## src/rtl/mide_pkg.sv

```systemverilog
// Shared types and widths for the data-memory arbiter slice.
package mide_pkg;
  localparam int LINE_W    = 128;
  localparam int LANE_W    = 32;
  localparam int NUM_LANES = LINE_W / LANE_W;
  localparam int BE_W      = LINE_W / 8;

  typedef enum logic [1:0] {OWN_NONE, OWN_CPU, OWN_VGA} owner_t;
endpackage

```

## src/rtl/dmem_arbiter_if.sv

```systemverilog
// CPU, VGA and RAM-side signal bundle of dmem_arbiter; slave is the arbiter view.
interface dmem_arbiter_if #(parameter int ADDR_W = 16);
  import mide_pkg::*;

  logic                  cpu_req;
  logic                  cpu_we;
  logic                  cpu_vec;
  logic [ADDR_W-1:0]     cpu_addr;
  logic [LINE_W-1:0]     cpu_wdata;
  logic                  cpu_stall;
  logic [LINE_W-1:0]     cpu_rdata;
  logic                  cpu_rvalid;

  logic                  vga_req;
  logic [ADDR_W-3:0]     vga_addr;
  logic                  vga_gnt;
  logic [LINE_W-1:0]     vga_rdata;
  logic                  vga_rvalid;

  logic                  mem_en;
  logic                  mem_we;
  logic [ADDR_W-3:0]     mem_addr;
  logic [BE_W-1:0]       mem_be;
  logic [LINE_W-1:0]     mem_wdata;
  logic [LINE_W-1:0]     mem_rdata;

  modport slave (
    input  cpu_req, cpu_we, cpu_vec, cpu_addr, cpu_wdata, vga_req, vga_addr, mem_rdata,
    output cpu_stall, cpu_rdata, cpu_rvalid, vga_gnt, vga_rdata, vga_rvalid,
           mem_en, mem_we, mem_addr, mem_be, mem_wdata
  );

  modport master (
    output cpu_req, cpu_we, cpu_vec, cpu_addr, cpu_wdata, vga_req, vga_addr, mem_rdata,
    input  cpu_stall, cpu_rdata, cpu_rvalid, vga_gnt, vga_rdata, vga_rvalid,
           mem_en, mem_we, mem_addr, mem_be, mem_wdata
  );
endinterface

```

## src/rtl/dmem_lane_unit.sv

```systemverilog
// CPU lane handling: scalar/vector byte enables and write data on the way in,
// lane extraction with zero-extension on the way out.
module dmem_lane_unit
  import mide_pkg::*;
(
  input  logic [1:0]        lane,
  input  logic              vec,
  input  logic [LINE_W-1:0] wdata,
  output logic [BE_W-1:0]   be,
  output logic [LINE_W-1:0] line_wdata,
  input  logic [1:0]        rd_lane,
  input  logic              rd_vec,
  input  logic [LINE_W-1:0] line_rdata,
  output logic [LINE_W-1:0] rdata
);
  logic [NUM_LANES-1:0][LANE_W/8-1:0] be_lanes;
  logic [NUM_LANES-1:0][LANE_W-1:0]   wd_lanes;
  logic [NUM_LANES-1:0][LANE_W-1:0]   rd_lanes;

  // Scalar writes replicate the word to every lane; byte enables pick the real one.
  for (genvar i = 0; i < NUM_LANES; i++) begin : g_lane
    assign be_lanes[i] = (vec || lane == 2'(i)) ? '1 : '0;
    assign wd_lanes[i] = vec ? wdata[i*LANE_W +: LANE_W] : wdata[LANE_W-1:0];
  end

  assign be         = be_lanes;
  assign line_wdata = wd_lanes;
  assign rd_lanes   = line_rdata;
  assign rdata      = rd_vec ? line_rdata : {{(LINE_W-LANE_W){1'b0}}, rd_lanes[rd_lane]};
endmodule

```

## src/rtl/dmem_arbiter.sv

```systemverilog
// Single-port data RAM arbiter: VGA priority, CPU wins after STARVE_MAX denials.
// Define DMEM_ARB_STATS_EN to add stall-cycle and VGA-grant statistics outputs.
module dmem_arbiter
  import mide_pkg::*;
#(
  parameter int ADDR_W     = 16,
  parameter int STARVE_MAX = 4
) (
  input  logic clk,
  input  logic rst,
  dmem_arbiter_if.slave bus
`ifdef DMEM_ARB_STATS_EN
  ,
  output logic [31:0] stat_cpu_stall_cycles,
  output logic [31:0] stat_vga_grants
`endif
);
  localparam logic [3:0] STARVE_LIM = 4'(STARVE_MAX);

  logic [3:0]        starve_cnt;
  owner_t            rd_own;
  logic [1:0]        rd_lane;
  logic              rd_vec;
  logic              cpu_gnt;
  logic              vga_gnt;
  logic              cpu_wr;
  logic [BE_W-1:0]   lane_be;
  logic [LINE_W-1:0] lane_wdata;
  logic [LINE_W-1:0] cpu_line_rdata;

  assign cpu_gnt = bus.cpu_req & (~bus.vga_req | (starve_cnt == STARVE_LIM));
  assign vga_gnt = bus.vga_req & ~cpu_gnt;
  assign cpu_wr  = cpu_gnt & bus.cpu_we;

  dmem_lane_unit u_lane (
    .lane       (bus.cpu_addr[1:0]),
    .vec        (bus.cpu_vec),
    .wdata      (bus.cpu_wdata),
    .be         (lane_be),
    .line_wdata (lane_wdata),
    .rd_lane    (rd_lane),
    .rd_vec     (rd_vec),
    .line_rdata (bus.mem_rdata),
    .rdata      (cpu_line_rdata)
  );

  // RAM side is zeroed on idle cycles; byte enables and data only matter for writes.
  always_comb begin
    bus.mem_en    = cpu_gnt | vga_gnt;
    bus.mem_we    = cpu_wr;
    bus.mem_addr  = '0;
    bus.mem_be    = '0;
    bus.mem_wdata = '0;
    if (cpu_gnt)      bus.mem_addr = bus.cpu_addr[ADDR_W-1:2];
    else if (vga_gnt) bus.mem_addr = bus.vga_addr;
    if (cpu_wr) begin
      bus.mem_be    = lane_be;
      bus.mem_wdata = lane_wdata;
    end
  end

  assign bus.cpu_stall  = bus.cpu_req & ~cpu_gnt;
  assign bus.vga_gnt    = vga_gnt;
  assign bus.cpu_rvalid = (rd_own == OWN_CPU);
  assign bus.vga_rvalid = (rd_own == OWN_VGA);
  assign bus.cpu_rdata  = bus.cpu_rvalid ? cpu_line_rdata : '0;
  assign bus.vga_rdata  = bus.vga_rvalid ? bus.mem_rdata : '0;

  always_ff @(posedge clk or negedge rst) begin
    if (!rst) begin
      starve_cnt <= '0;
      rd_own     <= OWN_NONE;
      rd_lane    <= '0;
      rd_vec     <= 1'b0;
    end else begin
      if (bus.cpu_stall) begin
        if (starve_cnt != STARVE_LIM) starve_cnt <= starve_cnt + 4'd1;
      end else begin
        starve_cnt <= '0;
      end
      rd_own <= OWN_NONE;
      if (cpu_gnt && !bus.cpu_we) begin
        rd_own  <= OWN_CPU;
        rd_lane <= bus.cpu_addr[1:0];
        rd_vec  <= bus.cpu_vec;
      end else if (vga_gnt) begin
        rd_own  <= OWN_VGA;
        rd_vec  <= 1'b1;
      end
    end
  end

`ifdef DMEM_ARB_STATS_EN
  always_ff @(posedge clk or negedge rst) begin
    if (!rst) begin
      stat_cpu_stall_cycles <= '0;
      stat_vga_grants       <= '0;
    end else begin
      if (bus.cpu_stall) stat_cpu_stall_cycles <= stat_cpu_stall_cycles + 32'd1;
      if (vga_gnt)       stat_vga_grants       <= stat_vga_grants + 32'd1;
    end
  end
`endif
endmodule

```

## src/flat_wrapper.sv

```systemverilog
// flat-port wrapper written by rule: the top's interface ports become plain ports
module dmem_arbiter_flat import mide_pkg::*;
#(
  parameter int ADDR_W     = 16,
  parameter int STARVE_MAX = 4
)
  (clk, rst, bus_cpu_req, bus_cpu_we, bus_cpu_vec, bus_cpu_addr, bus_cpu_wdata, bus_vga_req, bus_vga_addr, bus_mem_rdata, bus_cpu_stall, bus_cpu_rdata, bus_cpu_rvalid, bus_vga_gnt, bus_vga_rdata, bus_vga_rvalid, bus_mem_en, bus_mem_we, bus_mem_addr, bus_mem_be, bus_mem_wdata);
  dmem_arbiter_if #(.ADDR_W(ADDR_W)) bus_i ();
  input  logic clk;
  input  logic rst;
  input wire logic [$bits(bus_i.cpu_req)-1:0] bus_cpu_req;
  input wire logic [$bits(bus_i.cpu_we)-1:0] bus_cpu_we;
  input wire logic [$bits(bus_i.cpu_vec)-1:0] bus_cpu_vec;
  input wire logic [$bits(bus_i.cpu_addr)-1:0] bus_cpu_addr;
  input wire logic [$bits(bus_i.cpu_wdata)-1:0] bus_cpu_wdata;
  input wire logic [$bits(bus_i.vga_req)-1:0] bus_vga_req;
  input wire logic [$bits(bus_i.vga_addr)-1:0] bus_vga_addr;
  input wire logic [$bits(bus_i.mem_rdata)-1:0] bus_mem_rdata;
  output wire logic [$bits(bus_i.cpu_stall)-1:0] bus_cpu_stall;
  output wire logic [$bits(bus_i.cpu_rdata)-1:0] bus_cpu_rdata;
  output wire logic [$bits(bus_i.cpu_rvalid)-1:0] bus_cpu_rvalid;
  output wire logic [$bits(bus_i.vga_gnt)-1:0] bus_vga_gnt;
  output wire logic [$bits(bus_i.vga_rdata)-1:0] bus_vga_rdata;
  output wire logic [$bits(bus_i.vga_rvalid)-1:0] bus_vga_rvalid;
  output wire logic [$bits(bus_i.mem_en)-1:0] bus_mem_en;
  output wire logic [$bits(bus_i.mem_we)-1:0] bus_mem_we;
  output wire logic [$bits(bus_i.mem_addr)-1:0] bus_mem_addr;
  output wire logic [$bits(bus_i.mem_be)-1:0] bus_mem_be;
  output wire logic [$bits(bus_i.mem_wdata)-1:0] bus_mem_wdata;
  assign bus_i.cpu_req = bus_cpu_req;
  assign bus_i.cpu_we = bus_cpu_we;
  assign bus_i.cpu_vec = bus_cpu_vec;
  assign bus_i.cpu_addr = bus_cpu_addr;
  assign bus_i.cpu_wdata = bus_cpu_wdata;
  assign bus_i.vga_req = bus_vga_req;
  assign bus_i.vga_addr = bus_vga_addr;
  assign bus_i.mem_rdata = bus_mem_rdata;
  assign bus_cpu_stall = bus_i.cpu_stall;
  assign bus_cpu_rdata = bus_i.cpu_rdata;
  assign bus_cpu_rvalid = bus_i.cpu_rvalid;
  assign bus_vga_gnt = bus_i.vga_gnt;
  assign bus_vga_rdata = bus_i.vga_rdata;
  assign bus_vga_rvalid = bus_i.vga_rvalid;
  assign bus_mem_en = bus_i.mem_en;
  assign bus_mem_we = bus_i.mem_we;
  assign bus_mem_addr = bus_i.mem_addr;
  assign bus_mem_be = bus_i.mem_be;
  assign bus_mem_wdata = bus_i.mem_wdata;
  dmem_arbiter #(.ADDR_W(ADDR_W), .STARVE_MAX(STARVE_MAX)) u_core (.clk(clk), .rst(rst), .bus(bus_i));
endmodule
```

## config.mk

```make
export PLATFORM = sky130hd
export DESIGN_NAME = dmem_arbiter_flat
export DESIGN_NICKNAME = d
export VERILOG_FILES = /design/src/rtl/mide_pkg.sv /design/src/rtl/dmem_arbiter_if.sv /design/src/rtl/dmem_lane_unit.sv /design/src/rtl/dmem_arbiter.sv /design/src/flat_wrapper.sv
export SDC_FILE = /design/constraint.sdc
export NUM_CORES = 1
export LEC_CHECK = 0
export BUFFER_PORTS_ARGS = -buffer_cell sky130_fd_sc_hd__buf_2
export CAP_MARGIN = 20
export CORE_AREA = 2 2 278 280
export DETAILED_ROUTE_END_ITERATION = 8
export DIE_AREA = 0 0 280 282
export PLACE_DENSITY = 0.36
export SLEW_MARGIN = 20
export SYNTH_ARGS = -nofsm -noshare
export SYNTH_HDL_FRONTEND = slang
export SYNTH_SLANG_ARGS = --single-unit
```

## constraint.sdc

```tcl
create_clock -name clk -period 3.3 [get_ports clk]
set_clock_uncertainty 0.05 [all_clocks]
set_input_delay 0.33 -clock clk [delete_from_list [all_inputs] [get_ports clk]]
set_output_delay 0.33 -clock clk [all_outputs]
set_load 0.05 [all_outputs]
```

# Word level (Yosys, flattened, before mapping)
# Index checks and enable logic that the tools add are counted.
dict set report op_classes {
  n_mul 0
  n_reduce_logical 8
  muxes 22
  shift 0
  magnitude_cmp 1
  n_eq_ne 8
  bitwise 8
  add_sub_neg 1
  n_div 0
}
# op n
set ops {}
lappend ops {{$mux 128} 4}
lappend ops {{$mux 32} 4}
lappend ops {{$bmux 32 s2} 1}
lappend ops {{$mux 14} 2}
lappend ops {{$mux 4} 6}
lappend ops {{$mux 16} 1}
lappend ops {{$eq 2x2->1 const B} 3}
lappend ops {{$add 4x1->4 const B} 1}
lappend ops {{$and 1x1->1} 4}
lappend ops {{$eq 2x1->1 const B} 2}
lappend ops {{$eq 4x3->1 const B} 1}
lappend ops {{$logic_or 1x1->1} 4}
lappend ops {{$mux 2} 2}
lappend ops {{$ne 4x3->1 const B} 1}
lappend ops {{$lt 2x3->1 const B} 1}
lappend ops {{$logic_not 2->1} 1}
lappend ops {{$mux 1} 2}
lappend ops {{$ne 2x1->1 const B} 1}
lappend ops {{$not 1->1} 2}
lappend ops {{$or 1x1->1} 2}
lappend ops {{$reduce_bool 2->1} 1}
lappend ops {{$logic_and 1x1->1} 1}
lappend ops {{$logic_not 1->1} 1}
dict set report totals {
  ramBits 0
  mem_count 0
  out_inout_bits 420
  romBits 0
  word_cells 52
  in_bits 292
  ff_bits 9
  latch_bits 0
}

# Logic depth before layout (Yosys ltp)
dict set report logic_depth {
  depth_word 7
  ltp_mapped 9
  mapped_depth_nobuf 6
}

# Modules after synthesis
# From an unflattened synthesis, not the netlist that was laid out.
dict set report hier_totals {
  cells_unflattened 1073
  area_unflattened_um2 7004.2
}
# module cells_each instances seq_area_each_um2 area_per_inst_um2
set by_module_without_submodules {}
lappend by_module_without_submodules {dmem_lane_unit 545 1 0.0 3584.7}
lappend by_module_without_submodules {dmem_arbiter 528 1 225.2 3419.5}

# Worst setup path before layout
# OpenSTA, ideal clock, no wires.
dict set report synth_path {
  path_type {reg-to-output}
  from {register u_core.starve_cnt[0]}
  to {output port bus_mem_be[10]}
  setup_slack_ns 0.562
  stages_incl_launch_ff 10
  path_buffers 4
  arrival_ns 2.358
  path_cell_list {dfrtp_1 > inv_1 > ha_1 > and3b_1 > buf_2 > o211ai_2 > buf_6 > buf_6 > nor2_1 > buf_4}
}
dict set report synth_between {
  elab_chain_len 5
}
# element line_no
set synth_rtl {}
lappend synth_rtl {{start, declared} dmem_arbiter.sv:20} ;# logic [3:0] starve_cnt;
lappend synth_rtl {{start signal, assigned} dmem_arbiter.sv:77} ;# if (starve_cnt != STARVE_LIM) starve_cnt <= starve_cnt + 4'd1;
lappend synth_rtl {{$eq 4x3->1} dmem_arbiter.sv:31} ;# assign cpu_gnt = bus.cpu_req & (~bus.vga_req | (starve_cnt == STARVE_LIM));
lappend synth_rtl {{$or 1x1->1} dmem_arbiter.sv:31}
lappend synth_rtl {{$and 1x1->1} dmem_arbiter.sv:31}
lappend synth_rtl {{$and 1x1->1} dmem_arbiter.sv:33} ;# assign cpu_wr = cpu_gnt & bus.cpu_we;
lappend synth_rtl {{$mux 16} dmem_arbiter.sv:56} ;# if (cpu_wr) begin
lappend synth_rtl {{end, declared} flat_wrapper.sv:28} ;# output wire logic [$bits(bus_i.mem_be)-1:0] bus_mem_be;
# No other way between the ends.

# Worst setup path in the final report
dict set report layout_path {
  from {register u_core.starve_cnt[0]}
  to {output port bus_mem_wdata[83]}
}
dict set report layout_between {
  elab_chain_len 5
}
# element line_no
set layout_rtl {}
lappend layout_rtl {{$eq 4x3->1} dmem_arbiter.sv:31}
lappend layout_rtl {{$or 1x1->1} dmem_arbiter.sv:31}
lappend layout_rtl {{$and 1x1->1} dmem_arbiter.sv:31}
lappend layout_rtl {{$and 1x1->1} dmem_arbiter.sv:33}
lappend layout_rtl {{$mux 128} dmem_arbiter.sv:56}
lappend layout_rtl {{end, declared} flat_wrapper.sv:29} ;# output wire logic [$bits(bus_i.mem_wdata)-1:0] bus_mem_wdata;
# No other way between the ends.

==> metrics.txt <==
vias 8602; Setup CP Type flop to output pin; Worst Min Path Start u_core.starve_cnt[0]; antenna violations before repair 20; Final GP Congestion 0.813; buffers added on ports 711; CTS resizes 0; Internal 777 µW; minimum clock period 2760 ps; Cell Pwr Density 224 mW/mm²; combinational fraction of design power 83.8%; GRT Residual Overflow 0; Peak VDD IR 0.123 mV; Syn Area/Cell 5.84 µm²; Worst R2R Path Depth 5; routed len/inst 23.7 µm; GR met3 Demand/Resource 3.38%; layout cells sized above 1 53.4%; run status finished clean; first-pass GRT wire length 72.9 mm; Post-Syn Nets 1109; worst path required time 2920 ps; I/O Pins 712; met2 Use GR 24.1%; Total Routing Usage GR 13.5%; H-tree depth 1; final setup fails 0; chip height 282 µm; count of cell types in the netlist 37; Post-Route WL 57.9 mm; commonest non-fill, non-tap cells in the layout buf_2 (685), and2_1 (160), nand2_1 (144); power share of the clock group 9.7%; Die Footprint 0.0790 mm²; worst r2r dst u_core.rd_lane[1]; RSZ-0062 raised after global routing false; Post-synth EDFFs 0; placed cell areas 0.00959 mm²; CTS tree done; Post-Synthesis Cells 815; P&R area growth vs syn 104%; Slowest-stage cell, CP a21oi_1; synthesized area 0.00476 mm²; Async SR Flop Fraction 100%; sequential share of the synthesized area 4.74%; Tot Pwr 2.18 mW; Slew Limit Fails 0; clk_lat worst skew 230 ps; Main synth FF type dfrtp_1; register bit total from synthesis 9; Max Buffers Root-to-Sink 2; Hold Fails Final Rpt 0; clk slew on worst S/H paths 40 ps; hold-fix buffers at CTS 1; cts bufs inserted 3; vias per cell 3.52; Synth warnings 0; Reg power frac 6.5%; sw frac 64.3%; Hold Path Class flop to flop; setup TNS 0 ps; # rows 101; CTS Sinks 9; WHS Path Cells 1; flop2flop setup slack 1590 ps; vias in the first global route 8186; largest net degree at the start of global routing 130; most common cell after layout, fill and taps aside buf_2; CP peak stage delay 440 ps; Cell Chain, Critical Path inv_1 > ha_1 > and3b_1 > o211ai_4 > buf_12 > a21oi_1 > buf_2; HPWL Detailed 50.9 mm; post-route ant nets 0; Pre-antenna DRT Iters 4; Final Net Count 1748; measured slew at the worst slew-check pin 748 ps; cell area after layout 0.00971 mm²; CP startpoint kind flop; core area 0.0757 mm²; chip width 280 µm; Most Used Layer, Global Route met2; DR DRC count 0; FMAX 363 MHz; worst rel slew slack 50.1%; met1 usage 16.2%; r2r startpoint u_core.starve_cnt[0]; CP max FO 100; Setup Buffers After CTS 0; Root Buffer clkbuf_16; DR iter-0 viols 319; crit end category output pin; net switching power 1.40 mW; Hold EP u_core.starve_cnt[0]; initial core utilization 6.28%; # Max-Cap Violations 0; arrival time worst endpoint 2380 ps; fill cell count 8991; Leak Pwr 5.65 nW; Final Cycle Share 83.6%
==> layout make-up <==
| type | instances | area [µm²] | area share, % |
|---|---|---|---|
| timing repair buffer | 734 | 4160 | 42.9 |
| multi-input combinational | 693 | 3930 | 40.5 |
| sequential | 9 | 230 | 2.37 |
| tap | 978 | 1220 | 12.6 |
| inverter | 13 | 50.0 | 0.516 |
| clock buffer | 4 | 78.8 | 0.812 |
| antenna | 12 | 30.0 | 0.309 |
==> stage by stage <==
step | cells | hold slack (ps) | setup WS (ps) | utilization (%)
2_1_floorplan | 815 | -15.6 | 562 | -
3_3_place_gp | 2426 | 153 | 763 | 12.7
3_5_place_dp | 2426 | 155 | 798 | 12.7
4_1_cts | 2431 | 449 | 542 | 12.8
5_1_grt | 2435 | 486 | 375 | 12.8
6_report | 2443 | 447 | 542 | 12.8
==> cell families (layout without fill, tap and decap cells) <==
kind of cell / after synthesis / in the layout / share of synthesized area (%)
other: 0 / 12 / 0
flip-flops: 9 / 9 / 4.74
AO/OA/AOI/OAI: 197 / 197 / 22.9
XOR/XNOR: 2 / 2 / 0.368
buffers and inverters: 113 / 751 / 12.9
AND/OR/NAND/NOR: 460 / 460 / 51.0
multiplexers: 32 / 32 / 7.52
adder cells (fa/ha/maj): 2 / 2 / 0.526
==> cells in the mapped netlist (2+ instances only) <==
master / number / area [µm²]
and2_1: 160 / 1000
and3_1: 96 / 601
nand2b_1: 3 / 18.8
inv_2: 2 / 7.51
ha_1: 2 / 25.0
a211oi_1: 2 / 15.0
mux2i_1: 2 / 20.0
nand3_1: 2 / 10.0
nand2_1: 144 / 541
nor3_1: 6 / 30.0
a221oi_1: 2 / 17.5
buf_6: 16 / 180
buf_2: 15 / 75.1
nor2_1: 40 / 150
o21ai_0: 40 / 200
a21oi_1: 104 / 521
buf_4: 14 / 105
o21a_1: 2 / 15.0
inv_1: 11 / 41.3
mux2_2: 30 / 338
clkbuf_1: 54 / 203
o211ai_1: 14 / 105
dfrtp_1: 9 / 225
nor2b_1: 4 / 25.0
o22ai_1: 29 / 181
==> worst max-delay path, delay by kind of cell, from the launching register on <==
| family | cells | cell delay [ps] |
|---|---|---|
| flops | 1 | 400 |
| compound gates | 2 | 550 |
| fa+ha+maj | 1 | 160 |
| buf+inv | 3 | 620 |
| simple gates | 1 | 240 |
==> registers in the layout (all words and copies together) (netlist names) <==
signal	count
u_core.rd_own	2
u_core.rd_lane	2
u_core.starve_cnt	4
u_core.rd_vec	1
==> how the worst max path moves through the flow <==
stage | endpoint | startpoint | slack, ps
final | bus_mem_wdata[83] | u_core.starve_cnt[0] | 540
after detailed placement | bus_mem_be[10] | u_core.starve_cnt[0] | 800
after CTS | bus_mem_be[10] | u_core.starve_cnt[0] | 540
after global routing | bus_mem_be[10] | u_core.starve_cnt[0] | 370
after floorplan | bus_mem_be[10] | u_core.starve_cnt[0] | 560
after global placement | bus_mem_be[10] | u_core.starve_cnt[0] | 760
==> power by group through the flow <==
| stage | Sequential [mW] | Clock, mW | Combinational [mW] |
|---|---|---|---|
| after global placement | 0.143 | 0 | 1.86 |
| final | 0.142 | 0.212 | 1.82 |
| after CTS | 0.141 | 0.217 | 1.86 |
| after floorplan | 0.127 | 0 | 1.14 |
| after detailed placement | 0.143 | 0 | 1.85 |
| after global routing | 0.144 | 0.224 | 1.93 |
==> routing by layer <==
layer / wire [µm] / part of all wire [%]
met1: 23900 / 41
met2: 28200 / 49
met3: 4390 / 7.6
met4: 1330 / 2.3
met5: 83 / 0.14
Note: power is estimated with default switching activity, not from simulation.
